**config.mk**
```make
export PLATFORM = sky130hd
export DESIGN_NAME = ofm_in_fsm_flat
export DESIGN_NICKNAME = d
export VERILOG_FILES = /design/src/rtl/ofm_in_fsm_if.sv /design/src/rtl/ofm_in_fsm.sv /design/src/flat_wrapper.sv
export SDC_FILE = /design/constraint.sdc
export NUM_CORES = 1
export LEC_CHECK = 0
export BUFFER_PORTS_ARGS = -buffer_cell sky130_fd_sc_hd__buf_4
export CAP_MARGIN = 10
export CORE_MARGIN = 8
export CORE_UTILIZATION = 40
export CTS_CLUSTER_DIAMETER = 40
export DETAILED_ROUTE_END_ITERATION = 6
export PLACE_DENSITY = 0.73
export SYNTH_ARGS = -nofsm -noshare
export SYNTH_HDL_FRONTEND = slang
export SYNTH_SLANG_ARGS = --single-unit
```
**constraint.sdc**
```tcl
create_clock -name tx_clk -period 7.4 [get_ports tx_clk]
set_input_delay 1.11 -clock tx_clk [delete_from_list [all_inputs] [get_ports tx_clk]]
set_output_delay 1.11 -clock tx_clk [all_outputs]
set_load 0.01 [all_outputs]
```
**src/rtl/ofm_in_fsm_if.sv**
```systemverilog
// ofm_in_fsm_if: DMA-side AXI-Stream ingress plus data/ctrl FIFO write ports of ofm_in_fsm
interface ofm_in_fsm_if;
    logic [63:0] s_axis_tdata;
    logic [7:0]  s_axis_tkeep;
    logic        s_axis_tvalid;
    logic        s_axis_tlast;
    logic        s_axis_tready;
    logic [72:0] data_fifo_wdata;
    logic        data_fifo_wren;
    logic        data_fifo_afull;
    logic [63:0] ctrl_fifo_wdata;
    logic        ctrl_fifo_wren;
    logic        ctrl_fifo_full;
    modport master (
        output s_axis_tdata, s_axis_tkeep, s_axis_tvalid, s_axis_tlast, data_fifo_afull, ctrl_fifo_full,
        input  s_axis_tready, data_fifo_wdata, data_fifo_wren, ctrl_fifo_wdata, ctrl_fifo_wren
    );
    modport slave (
        input  s_axis_tdata, s_axis_tkeep, s_axis_tvalid, s_axis_tlast, data_fifo_afull, ctrl_fifo_full,
        output s_axis_tready, data_fifo_wdata, data_fifo_wren, ctrl_fifo_wdata, ctrl_fifo_wren
    );
endinterface

```
**src/rtl/ofm_in_fsm.sv**
```systemverilog
// ofm_in_fsm: TX store-and-forward ingress FSM; define OFM_IN_PAD_EN to pad short frames to C_MIN_BYTES
module ofm_in_fsm #(
    parameter int C_MIN_BYTES = 60,
    parameter int C_MAX_BYTES = 16383
) (
    input  logic tx_clk,
    input  logic tx_reset_n,
    ofm_in_fsm_if.slave bus
);
    typedef enum logic [1:0] {S_DATA, S_PAD, S_CTRL} state_t;
    state_t      state;
    logic [15:0] byte_cnt, beat_cnt, seq_num, byte_nxt;
    logic        oversize, padded;
    logic        accept, wr_en, wr_last, to_pad;
    logic [7:0]  wr_keep;
    logic [63:0] wr_data;
    logic [16:0] byte_sum;
`ifdef OFM_IN_PAD_EN
    logic [63:0] dmask;
    logic [7:0]  fin_keep;
    logic        short_last, fin_beat;
    int          rem;
`endif
    assign bus.s_axis_tready = tx_reset_n & (state == S_DATA) & ~bus.data_fifo_afull & ~bus.ctrl_fifo_full;
    always_comb begin
        accept = bus.s_axis_tvalid & bus.s_axis_tready;
`ifdef OFM_IN_PAD_EN
        for (int i = 0; i < 8; i++) dmask[8*i +: 8] = {8{bus.s_axis_tkeep[i]}};
        rem = C_MIN_BYTES - 8 * int'(beat_cnt);
        fin_keep = 8'hFF >> (8 - rem);
        short_last = bus.s_axis_tlast && ({1'b0, byte_cnt} + 17'($countones(bus.s_axis_tkeep))) < 17'(C_MIN_BYTES);
        // the beat already holding the last minimum-length byte closes the frame itself
        fin_beat = beat_cnt == 16'((C_MIN_BYTES - 1) / 8);
        to_pad = accept & short_last & ~fin_beat;
        wr_en = accept | ((state == S_PAD) & ~bus.data_fifo_afull);
        wr_last = (state == S_PAD) ? rem <= 8 : bus.s_axis_tlast & ~(short_last & ~fin_beat);
        wr_keep = (state == S_PAD) ? (rem > 8 ? 8'hFF : fin_keep) :
                  short_last ? (fin_beat ? fin_keep : 8'hFF) : bus.s_axis_tkeep;
        wr_data = (state == S_PAD) ? 64'd0 : short_last ? bus.s_axis_tdata & dmask : bus.s_axis_tdata;
`else
        to_pad = 1'b0;
        wr_en = accept;
        wr_last = bus.s_axis_tlast;
        wr_keep = bus.s_axis_tkeep;
        wr_data = bus.s_axis_tdata;
`endif
        byte_sum = {1'b0, byte_cnt} + 17'($countones(wr_keep));
        byte_nxt = byte_sum[16] ? 16'hFFFF : byte_sum[15:0];
    end
    always_ff @(posedge tx_clk) begin
        if (!tx_reset_n) begin
            state <= S_DATA;
            byte_cnt <= '0;
            beat_cnt <= '0;
            seq_num <= '0;
            oversize <= 1'b0;
            padded <= 1'b0;
            bus.data_fifo_wren <= 1'b0;
            bus.data_fifo_wdata <= '0;
            bus.ctrl_fifo_wren <= 1'b0;
            bus.ctrl_fifo_wdata <= '0;
        end else begin
            bus.data_fifo_wren <= wr_en;
            bus.ctrl_fifo_wren <= 1'b0;
            if (wr_en) begin
                bus.data_fifo_wdata <= {wr_last, wr_keep, wr_data};
                byte_cnt <= byte_nxt;
                beat_cnt <= beat_cnt + 16'(beat_cnt != 16'hFFFF);
                oversize <= oversize | (byte_nxt > 16'(C_MAX_BYTES));
            end
            case (state)
                S_DATA: if (accept && bus.s_axis_tlast) begin
                    state <= to_pad ? S_PAD : S_CTRL;
                    padded <= to_pad;
                end
`ifdef OFM_IN_PAD_EN
                S_PAD: if (wr_en && wr_last) state <= S_CTRL;
`endif
                S_CTRL: if (!bus.ctrl_fifo_full) begin
                    bus.ctrl_fifo_wren <= 1'b1;
                    bus.ctrl_fifo_wdata <= {14'd0, padded, oversize, seq_num, beat_cnt, byte_cnt};
                    seq_num <= seq_num + 16'd1;
                    byte_cnt <= '0;
                    beat_cnt <= '0;
                    oversize <= 1'b0;
                    padded <= 1'b0;
                    state <= S_DATA;
                end
                default: state <= S_DATA;
            endcase
        end
    end
endmodule
```
**src/flat_wrapper.sv**
```systemverilog
// flat-port wrapper written by rule: the top's interface ports become plain ports
module ofm_in_fsm_flat 
#(
    parameter int C_MIN_BYTES = 60,
    parameter int C_MAX_BYTES = 16383
)
  (tx_clk, tx_reset_n, bus_s_axis_tdata, bus_s_axis_tkeep, bus_s_axis_tvalid, bus_s_axis_tlast, bus_data_fifo_afull, bus_ctrl_fifo_full, bus_s_axis_tready, bus_data_fifo_wdata, bus_data_fifo_wren, bus_ctrl_fifo_wdata, bus_ctrl_fifo_wren);
  ofm_in_fsm_if bus_i ();
  input  logic tx_clk;
  input  logic tx_reset_n;
  input wire logic [$bits(bus_i.s_axis_tdata)-1:0] bus_s_axis_tdata;
  input wire logic [$bits(bus_i.s_axis_tkeep)-1:0] bus_s_axis_tkeep;
  input wire logic [$bits(bus_i.s_axis_tvalid)-1:0] bus_s_axis_tvalid;
  input wire logic [$bits(bus_i.s_axis_tlast)-1:0] bus_s_axis_tlast;
  input wire logic [$bits(bus_i.data_fifo_afull)-1:0] bus_data_fifo_afull;
  input wire logic [$bits(bus_i.ctrl_fifo_full)-1:0] bus_ctrl_fifo_full;
  output wire logic [$bits(bus_i.s_axis_tready)-1:0] bus_s_axis_tready;
  output wire logic [$bits(bus_i.data_fifo_wdata)-1:0] bus_data_fifo_wdata;
  output wire logic [$bits(bus_i.data_fifo_wren)-1:0] bus_data_fifo_wren;
  output wire logic [$bits(bus_i.ctrl_fifo_wdata)-1:0] bus_ctrl_fifo_wdata;
  output wire logic [$bits(bus_i.ctrl_fifo_wren)-1:0] bus_ctrl_fifo_wren;
  assign bus_i.s_axis_tdata = bus_s_axis_tdata;
  assign bus_i.s_axis_tkeep = bus_s_axis_tkeep;
  assign bus_i.s_axis_tvalid = bus_s_axis_tvalid;
  assign bus_i.s_axis_tlast = bus_s_axis_tlast;
  assign bus_i.data_fifo_afull = bus_data_fifo_afull;
  assign bus_i.ctrl_fifo_full = bus_ctrl_fifo_full;
  assign bus_s_axis_tready = bus_i.s_axis_tready;
  assign bus_data_fifo_wdata = bus_i.data_fifo_wdata;
  assign bus_data_fifo_wren = bus_i.data_fifo_wren;
  assign bus_ctrl_fifo_wdata = bus_i.ctrl_fifo_wdata;
  assign bus_ctrl_fifo_wren = bus_i.ctrl_fifo_wren;
  ofm_in_fsm #(.C_MIN_BYTES(C_MIN_BYTES), .C_MAX_BYTES(C_MAX_BYTES)) u_core (.tx_clk(tx_clk), .tx_reset_n(tx_reset_n), .bus(bus_i));
endmodule
```
Word-level counts from Yosys, hierarchy flattened. Cells that the tools add are included.

Flip-flop bits (word level): 177. Input bits: 78.

Add/subtract/negate cells: 10. Magnitude comparators: 1. Equality and inequality tests: 4. Multiplexer cells: 17. Bitwise operators: 7. Reduce and logical (&&, ||, !) cells: 7.

Operators by type and width (count): 16-bit 2-to-1 mux (7); 17-bit adder (3); 16-bit by 17-bit adder with 17-bit output (1); 16-bit by 1-bit adder with 16-bit output (1); 16-bit by 1-bit adder with 16-bit output, second input constant (1); 16-bit by 14-bit > comparator with 1-bit output, second input constant (1); 16-bit inequality test, second input constant (1); 1-bit by 1-bit adder with 2-bit output (4); 1-bit 2-to-1 mux (6); 2-bit AND reduction (3); 1-bit AND (4); 2-bit 2-to-1 mux (2); 2-bit inequality test, second input constant (2); 2-bit case mux with 2 select lines (1); 3-bit AND reduction (1); 2-bit == test, second input constant (1); 2-bit zero test (1); 1-bit NOT (2); 1-bit case mux with 2 select lines (1); 2-bit nonzero test (1); 1-bit logical AND (1); 1-bit bitwise OR (1).

Longest topological paths before layout. Gate-level depths: netlist (run 1).

Word-level depth: 10. Depth in mapped cells: 12. Mapped depth without buffers: 12.

Worst setup path after synthesis (run 1). No wires, ideal clock.

Path kind: input-to-reg. Start point: input bus_s_axis_tkeep[0]. End point: register (tool-made name). Library setup time: 0.059 ns. Arrival: 4.123 ns. Setup slack: 3.217 ns. Cell stages on the path: 12. Buffers on the path: 0. Cell sequence: ha_1 > inv_1 > fa_1 > fa_1 > fa_1 > inv_1 > fa_1 > a211oi_1 > nor2_1 > nand3_1 > nor2_1 > o31a_1.

RTL lines: start, declared (line flat_wrapper.sv:12) `input wire logic [$bits(bus_i.s_axis_tkeep)-1:0] bus_s_axis_tkeep;`.

==> flow_metrics.tcl, run 1 <==
set metrics [dict create \
    seq_area_frac_synth 0.474 \
    drive_gt1_frac 0.234 \
    synthCells 861 \
    drt_first_pass_iters 4 \
    die_height_um 152 \
    cp-end-kind "flop" \
    ys_ff_latch 174 \
    async_flop_share 0 \
    synth_area_leaders "dfxtp_1 (47%), nand2_1 (14%), a21boi_0 (8.7%)" \
    wire_per_inst_um 14.8 \
    cp_max_fo 8 \
    dieArea_um2 23000 \
    clk_pin_slew_worst_paths_ps 70 \
    ys.warnings.count 0 \
    syn_area_um2 7350 \
    crit_chain "buf_4 > ha_1 > inv_1 > fa_1 > fa_1 > fa_1 > inv_1 > fa_1 > a211oi_1 > nor2_1 > nand3_1 > nor2_1 > o31a_1" \
    tns_ps 0 \
    fp-row-count 49 \
    drt_iter0_drc 387 \
    syn2layout_area_growth_pct 29.9 \
    gp_congestion 0.785 \
    cts_root_buf "clkbuf_16" \
    grt_max_degree 104 \
    cp_common_cell "fa_1" \
    synth-main-ff-cell "dfxtp_1" \
    diodes 0 \
    io_buffers 202 \
    leakage_nw 3.91 \
    vdd_ir_drop_max_v 0.000168 \
    grt_pass1_vias 5884 \
    worst_pin_slew_ps 954 \
    synth-edff-count 0 \
    cts_buffer_depth 2 \
    drc_errors 0 \
    drv_slew 0 \
    crit_type "in2reg" \
    routed_wl_mm 18.9 \
    htree_levels 4 \
    clock_sinks 174 \
    dpl_cell_area_um2 8950 \
    cts-buffers-inserted 17 \
    yosysTopAreaCellShare 0.474 \
    fillers 1726 \
    grt_overflow_total 0 \
    routed_via_density 4.81 \
    critPathSlowestCell "fa_1" \
    io_pins 218 \
    cts_resized 0 \
    finalHoldViolCount 0 \
    total_power_mw 2.01 \
    hp-class "reg2reg" \
    dieWidth_um 152 \
    initial_core_util 0.408 \
    status "finished clean" \
    cts_tree "done" \
    fin_crit_ps 4350 \
    grt_pass1_wl_mm 29.9 \
    cp_data_required_time_ps 7770 \
    drv_cap 0 \
    synth_top_area_cell "dfxtp_1" \
    hold_slack_ps 453 \
    cts_setup_buffers 0 \
    core_um2 18000 \
    num_vias 6146 \
    syn_avg_cell_area_um2 8.54 \
    worstPathArrival_ps 4720 \
    slowest_delay_ps 520 \
    period_share 0.588 \
    gr-usage-all-layers 0.163 \
    maxSlewHeadroom 0.364 \
    fmax_mhz 230 \
    place_worst_setup_slack_ps 2590 \
    clock_latency_ps 430 \
    crit_family "adder cells" \
    nets 1131 \
    setup_viol 0 \
    finalClockSkew_ps 9.98 \
    place_hpwl_mm 13.5 \
    setup_slack_ps 3050 \
    hold_buffers 0 \
    power.density_nw_per_um2 211 \
    final_antenna_net_count 0 \
    ys_types 46 \
    rsz0062_at_grt "false" \
    antenna_found_initial 0 \
    stdcell_area_um2 9550 \
    cp-start-kind "input port" \
    path_buf_inv 3 \
]
[layout make-up]
| type | instances | area [um2] | area share |
|---|---|---|---|
| Multi-Input combinational cell | 622 | 3570 | 0.374 |
| Sequential cell | 174 | 3480 | 0.365 |
| Timing Repair Buffer | 207 | 1550 | 0.163 |
| Clock buffer | 19 | 443 | 0.0464 |
| Tap cell | 229 | 287 | 0.0300 |
| Clock inverter | 12 | 161 | 0.0169 |
| Inverter | 14 | 52.6 | 0.00550 |
[logic make-up (layout without fill, tap and decap cells)]
kind of cell / count (synthesis) / after routing / share of synthesized area
compound gates: 182 / 182 / 0.180
xor+xnor: 18 / 18 / 0.0214
fa+ha+maj: 17 / 17 / 0.0351
buf+inv: 79 / 252 / 0.0499
flops: 174 / 174 / 0.474
mux: 6 / 6 / 0.00851
other cells: 1 / 15 / 0.000510
simple gates: 384 / 384 / 0.230
[layer usage]
| layer | wire length (um) | global-route usage |
|---|---|---|
| met5 | 0 | 0 |
| met4 | 294 | 0.0539 |
| met3 | 1270 | 0.0555 |
| met2 | 9330 | 0.270 |
| met1 | 8060 | 0.194 |
[layout by cell type, fill, tap and decap left out, types with 13 or more instances in the layout]
master and n:
a21boi_0 85, a21boi_1 45, and2_1 18, and3_1 13, buf_4 207, clkbuf_16 17, conb_1 15, dfxtp_1 174
inv_1 13, nand2_1 279, nand3_1 21, o21ai_0 13
[path summary, 6_finish.rpt]
kind              slack, ps                                           to  cells past startpoint                                        start
hold / removal          450  u_core.bus.data_fifo_wdata[41]$_SDFFE_PN0P_                      2  u_core.bus.data_fifo_wdata[41]$_SDFFE_PN0P_
setup reg to reg       4340                                         flop                     10                                         flop
setup / recovery       3050                                         flop                     13                          bus_s_axis_tkeep[0]
hold reg to reg         450  u_core.bus.data_fifo_wdata[41]$_SDFFE_PN0P_                      2  u_core.bus.data_fifo_wdata[41]$_SDFFE_PN0P_
[Yosys cell counts (4+ instances only)]
master / instances
dfxtp_1: 174
and3_1: 13
nor3_1: 7
nand2_1: 280
o211ai_1: 6
and2_1: 18
a31oi_1: 5
xor2_1: 6
nor2_1: 12
a21oi_1: 7
or3_1: 7
mux2i_1: 4
inv_1: 13
xnor2_1: 12
buf_2: 11
buf_4: 15
ha_1: 11
fa_1: 6
a21boi_0: 85
nand3_1: 21
o21ai_0: 13
o21a_1: 7
a21boi_1: 45
clkbuf_1: 34
nand4_1: 5
and4_1: 7
buf_1: 5
a211oi_1: 4
[where the power goes]
part / internal, mW / switching (mW)
Sequential: 0.946 / 0.00564
Combinational: 0.0717 / 0.0708
Clock: 0.542 / 0.378
Total: 1.56 / 0.455
[worst reg2reg max path, cell delays in order (launching register included)]
cell      delay, ps
dfxtp_1         330
inv_1            80
fa_1            460
fa_1            450
inv_1            80
fa_1            210
a211oi_1         90
nor2_1          440
nand3_1         310
nor2_1          370
o31a_1          190
[through the flow]
step	cells	utilization
after global routing	1277	0.530
final	1277	0.530
after CTS	1277	0.530
after detailed placement	1246	0.496
after floorplan	875	-
after global placement	1246	0.496
(Power assumes the default switching activity.)
==> inputs of run 2 (changes only) <==
--- a/config.mk
+++ b/config.mk
@@ -5,13 +5,14 @@
 export SDC_FILE = /design/constraint.sdc
 export NUM_CORES = 1
 export LEC_CHECK = 0
+export ABC_AREA = 1
 export BUFFER_PORTS_ARGS = -buffer_cell sky130_fd_sc_hd__buf_4
 export CAP_MARGIN = 10
 export CORE_MARGIN = 8
 export CORE_UTILIZATION = 40
 export CTS_CLUSTER_DIAMETER = 40
 export DETAILED_ROUTE_END_ITERATION = 6
-export PLACE_DENSITY = 0.73
+export PLACE_DENSITY = 0.76
 export SYNTH_ARGS = -nofsm -noshare
 export SYNTH_HDL_FRONTEND = slang
 export SYNTH_SLANG_ARGS = --single-unit
==> constraint.sdc (replaced) <==
create_clock -name tx_clk -period 3.7 [get_ports tx_clk]
set_input_delay 0.555 -clock tx_clk [delete_from_list [all_inputs] [get_ports tx_clk]]
set_output_delay 0.555 -clock tx_clk [all_outputs]
set_load 0.01 [all_outputs]
==> run 2 against run 1 <==
Compared with the run above: worst setup slack got worse by 2800 ps; clock-buffer cell count rose by 4; highest routed layer unchanged; wire length rose by 4.9%; cell count rose by 6.6%; design area fell by 1.8%; die area fell by 2.8%; utilization rose by 1.1 points; sequential power rose by 100%; critical path depth rose by 3; largest cell class is now flip-flops and latches.
==> flow_metrics.tcl, run 2 <==
set metrics [dict create \
    hold_buffers 0 \
    setup_slack_ps 283 \
    ys_types 38 \
    gp_congestion 0.835 \
    grt_pass1_vias 6379 \
    initial_core_util 0.410 \
    syn2layout_area_growth_pct 31.7 \
    cp_data_required_time_ps 4080 \
    leakage_nw 3.95 \
    clock_sinks 174 \
    place_hpwl_mm 14.0 \
    drt_first_pass_iters 5 \
    cts_root_buf "clkbuf_16" \
    stdcell_area_um2 9380 \
    yosysTopAreaCellShare 0.489 \
    synth_most_common_cell "nand2_1" \
    vdd_ir_drop_max_v 0.000297 \
    grt_overflow_total 0 \
    cts_tree "done" \
    ys.warnings.count 0 \
    synth_area_leaders "dfxtp_1 (49%), nand2_1 (16%), a21oi_1 (7.4%)" \
    place_worst_setup_slack_ps -135 \
    routed.top_layer "met4" \
    final_antenna_net_count 0 \
    async_flop_share 0 \
    io_buffers 202 \
    met3RoutedLength_mm 1.85 \
    clk_pin_slew_worst_paths_ps 70 \
    nets 1219 \
    fin_util 0.541 \
    power.density_nw_per_um2 443 \
    cts_resized 0 \
    ys_ff_latch 174 \
    status "finished clean" \
    core_um2 17400 \
    drc_errors 0 \
    final_cell_mix "nand2_1 (304), buf_4 (208), dfxtp_1 (174)" \
    cp_max_fo 9 \
    fmax_mhz 293 \
    syn_avg_cell_area_um2 7.58 \
    met2WireLength_mm 9.29 \
    drv_slew 0 \
    crit_type "in2reg" \
    num_vias 6627 \
    synthCells 939 \
    drt_iter0_drc 434 \
    dieArea_um2 22300 \
    rsz0062_at_grt "false" \
    netlist_top_cells_count "nand2_1 (304), dfxtp_1 (174), a21oi_1 (106)" \
    wire_per_inst_um 14.6 \
    dpl_cell_area_um2 8730 \
    setup_viol 0 \
    grt_max_degree 95 \
    finalHoldViolCount 0 \
    antenna_found_initial 0 \
    fp-row-count 48 \
    seq_area_frac_synth 0.489 \
    drt-met1-wl_mm 8.25 \
    cp-start-kind "input port" \
    routed_via_density 4.87 \
    total_power_mw 4.16 \
    hold_slack_ps 378 \
    period_share 0.924 \
    cts_setup_buffers 0 \
    synth-edff-count 0 \
    io_pins 218 \
    hp-class "in2reg" \
    htree_levels 4 \
    syn_area_um2 7120 \
    layout_commonest_cell "nand2_1" \
    synth_top_area_cell "dfxtp_1" \
    fin_crit_ps 3420 \
    cts-buffers-inserted 17 \
    finalClockSkew_ps 12.4 \
    maxSlewHeadroom 0.304 \
    drive_gt1_frac 0.225 \
    fillers 1697 \
    routed_wl_mm 19.9 \
    synth-main-ff-cell "dfxtp_1" \
    cts_buffer_depth 2 \
    grt_pass1_wl_mm 31.8 \
    dieWidth_um 149 \
    diodes 0 \
    die_height_um 149 \
    gr-usage-all-layers 0.176 \
    worstPathArrival_ps 3790 \
    clock_latency_ps 430 \
    worst_pin_slew_ps 1040 \
    drv_cap 0 \
    cp-end-kind "flop" \
]
run 2: cell count changes after synthesis, sizes merged, moves of 13 or more:
cell    change
a21boi    -130
a21oi      +99
and2       -18
and3       -13
clkbuf     -13
inv        +65
nand2      +25
nand3      +13
nor2       +41
o21ai      +47
run 2: cell families (layout without fill, tap and decap cells):
| family | count (synthesis) | count (layout) | synth area share |
|---|---|---|---|
| flops | 174 | 174 | 0.489 |
| xor+xnor | 3 | 3 | 0.00369 |
| other cells | 1 | 15 | 0.000527 |
| compound gates | 189 | 189 | 0.143 |
| simple gates | 417 | 417 | 0.240 |
| fa+ha+maj | 17 | 17 | 0.0362 |
| buf+inv | 138 | 321 | 0.0868 |
run 2: layer usage:
| layer | up-vias | track usage |
|---|---|---|
| li1 | 3361 | - |
| met3 | 33 | 0.0716 |
| met4 | 0 | 0.0732 |
| met1 | 3019 | 0.205 |
| met5 | - | 0 |
| met2 | 214 | 0.281 |
run 2: final timing paths:
check | depth (start not counted) | end | slack, ps | start
worst max-delay path | 16 | u_core.byte_cnt[3]$_SDFF_PN0_ | 280 | bus_s_axis_tkeep[0]
worst min-delay path | 3 | u_core.bus.data_fifo_wdata[32]$_SDFFE_PN0P_ | 380 | bus_s_axis_tdata[32]
worst max register to register | 13 | u_core.byte_cnt[3]$_SDFF_PN0_ | 1010 | flop
worst min register to register | 2 | u_core.bus.ctrl_fifo_wdata[8]$_SDFFE_PN0P_ | 460 | u_core.bus.ctrl_fifo_wdata[8]$_SDFFE_PN0P_
run 2: critical path: stages:
cell      delay (ps)
buf_4            120
ha_1             300
inv_1             60
fa_1             500
fa_1             520
fa_1             430
inv_1             90
fa_1             200
nand2_1           60
nand2_1           80
nand3_1          170
nor2_1           170
nand2_1          230
o211ai_1         170
nand2_1           70
inv_1             50
run 2: per-stage QoR:
| step | setup TNS [ps] | std cells |
|---|---|---|
| global placement | -624 | 1330 |
| finish | 0 | 1361 |
| floorplan | 0 | 953 |
| global route | 0 | 1361 |
| CTS | 0 | 1361 |
| detailed placement | -1100 | 1330 |
run 2: layout make-up:
| cell class | count | area [um2] | share of cell area |
|---|---|---|---|
| Sequential cell | 174 | 3480 | 0.371 |
| Multi-Input combinational cell | 641 | 3080 | 0.328 |
| Timing Repair Buffer | 209 | 1580 | 0.169 |
| Clock buffer | 23 | 498 | 0.0531 |
| Inverter | 81 | 304 | 0.0324 |
| Tap cell | 225 | 282 | 0.0300 |
| Clock inverter | 8 | 153 | 0.0163 |
run 2: where the power goes:
| group | switching, mW | internal, mW |
|---|---|---|
| sequential | 0.0114 | 1.89 |
| combinational | 0.160 | 0.130 |
| clock | 0.739 | 1.22 |
| total | 0.910 | 3.25 |
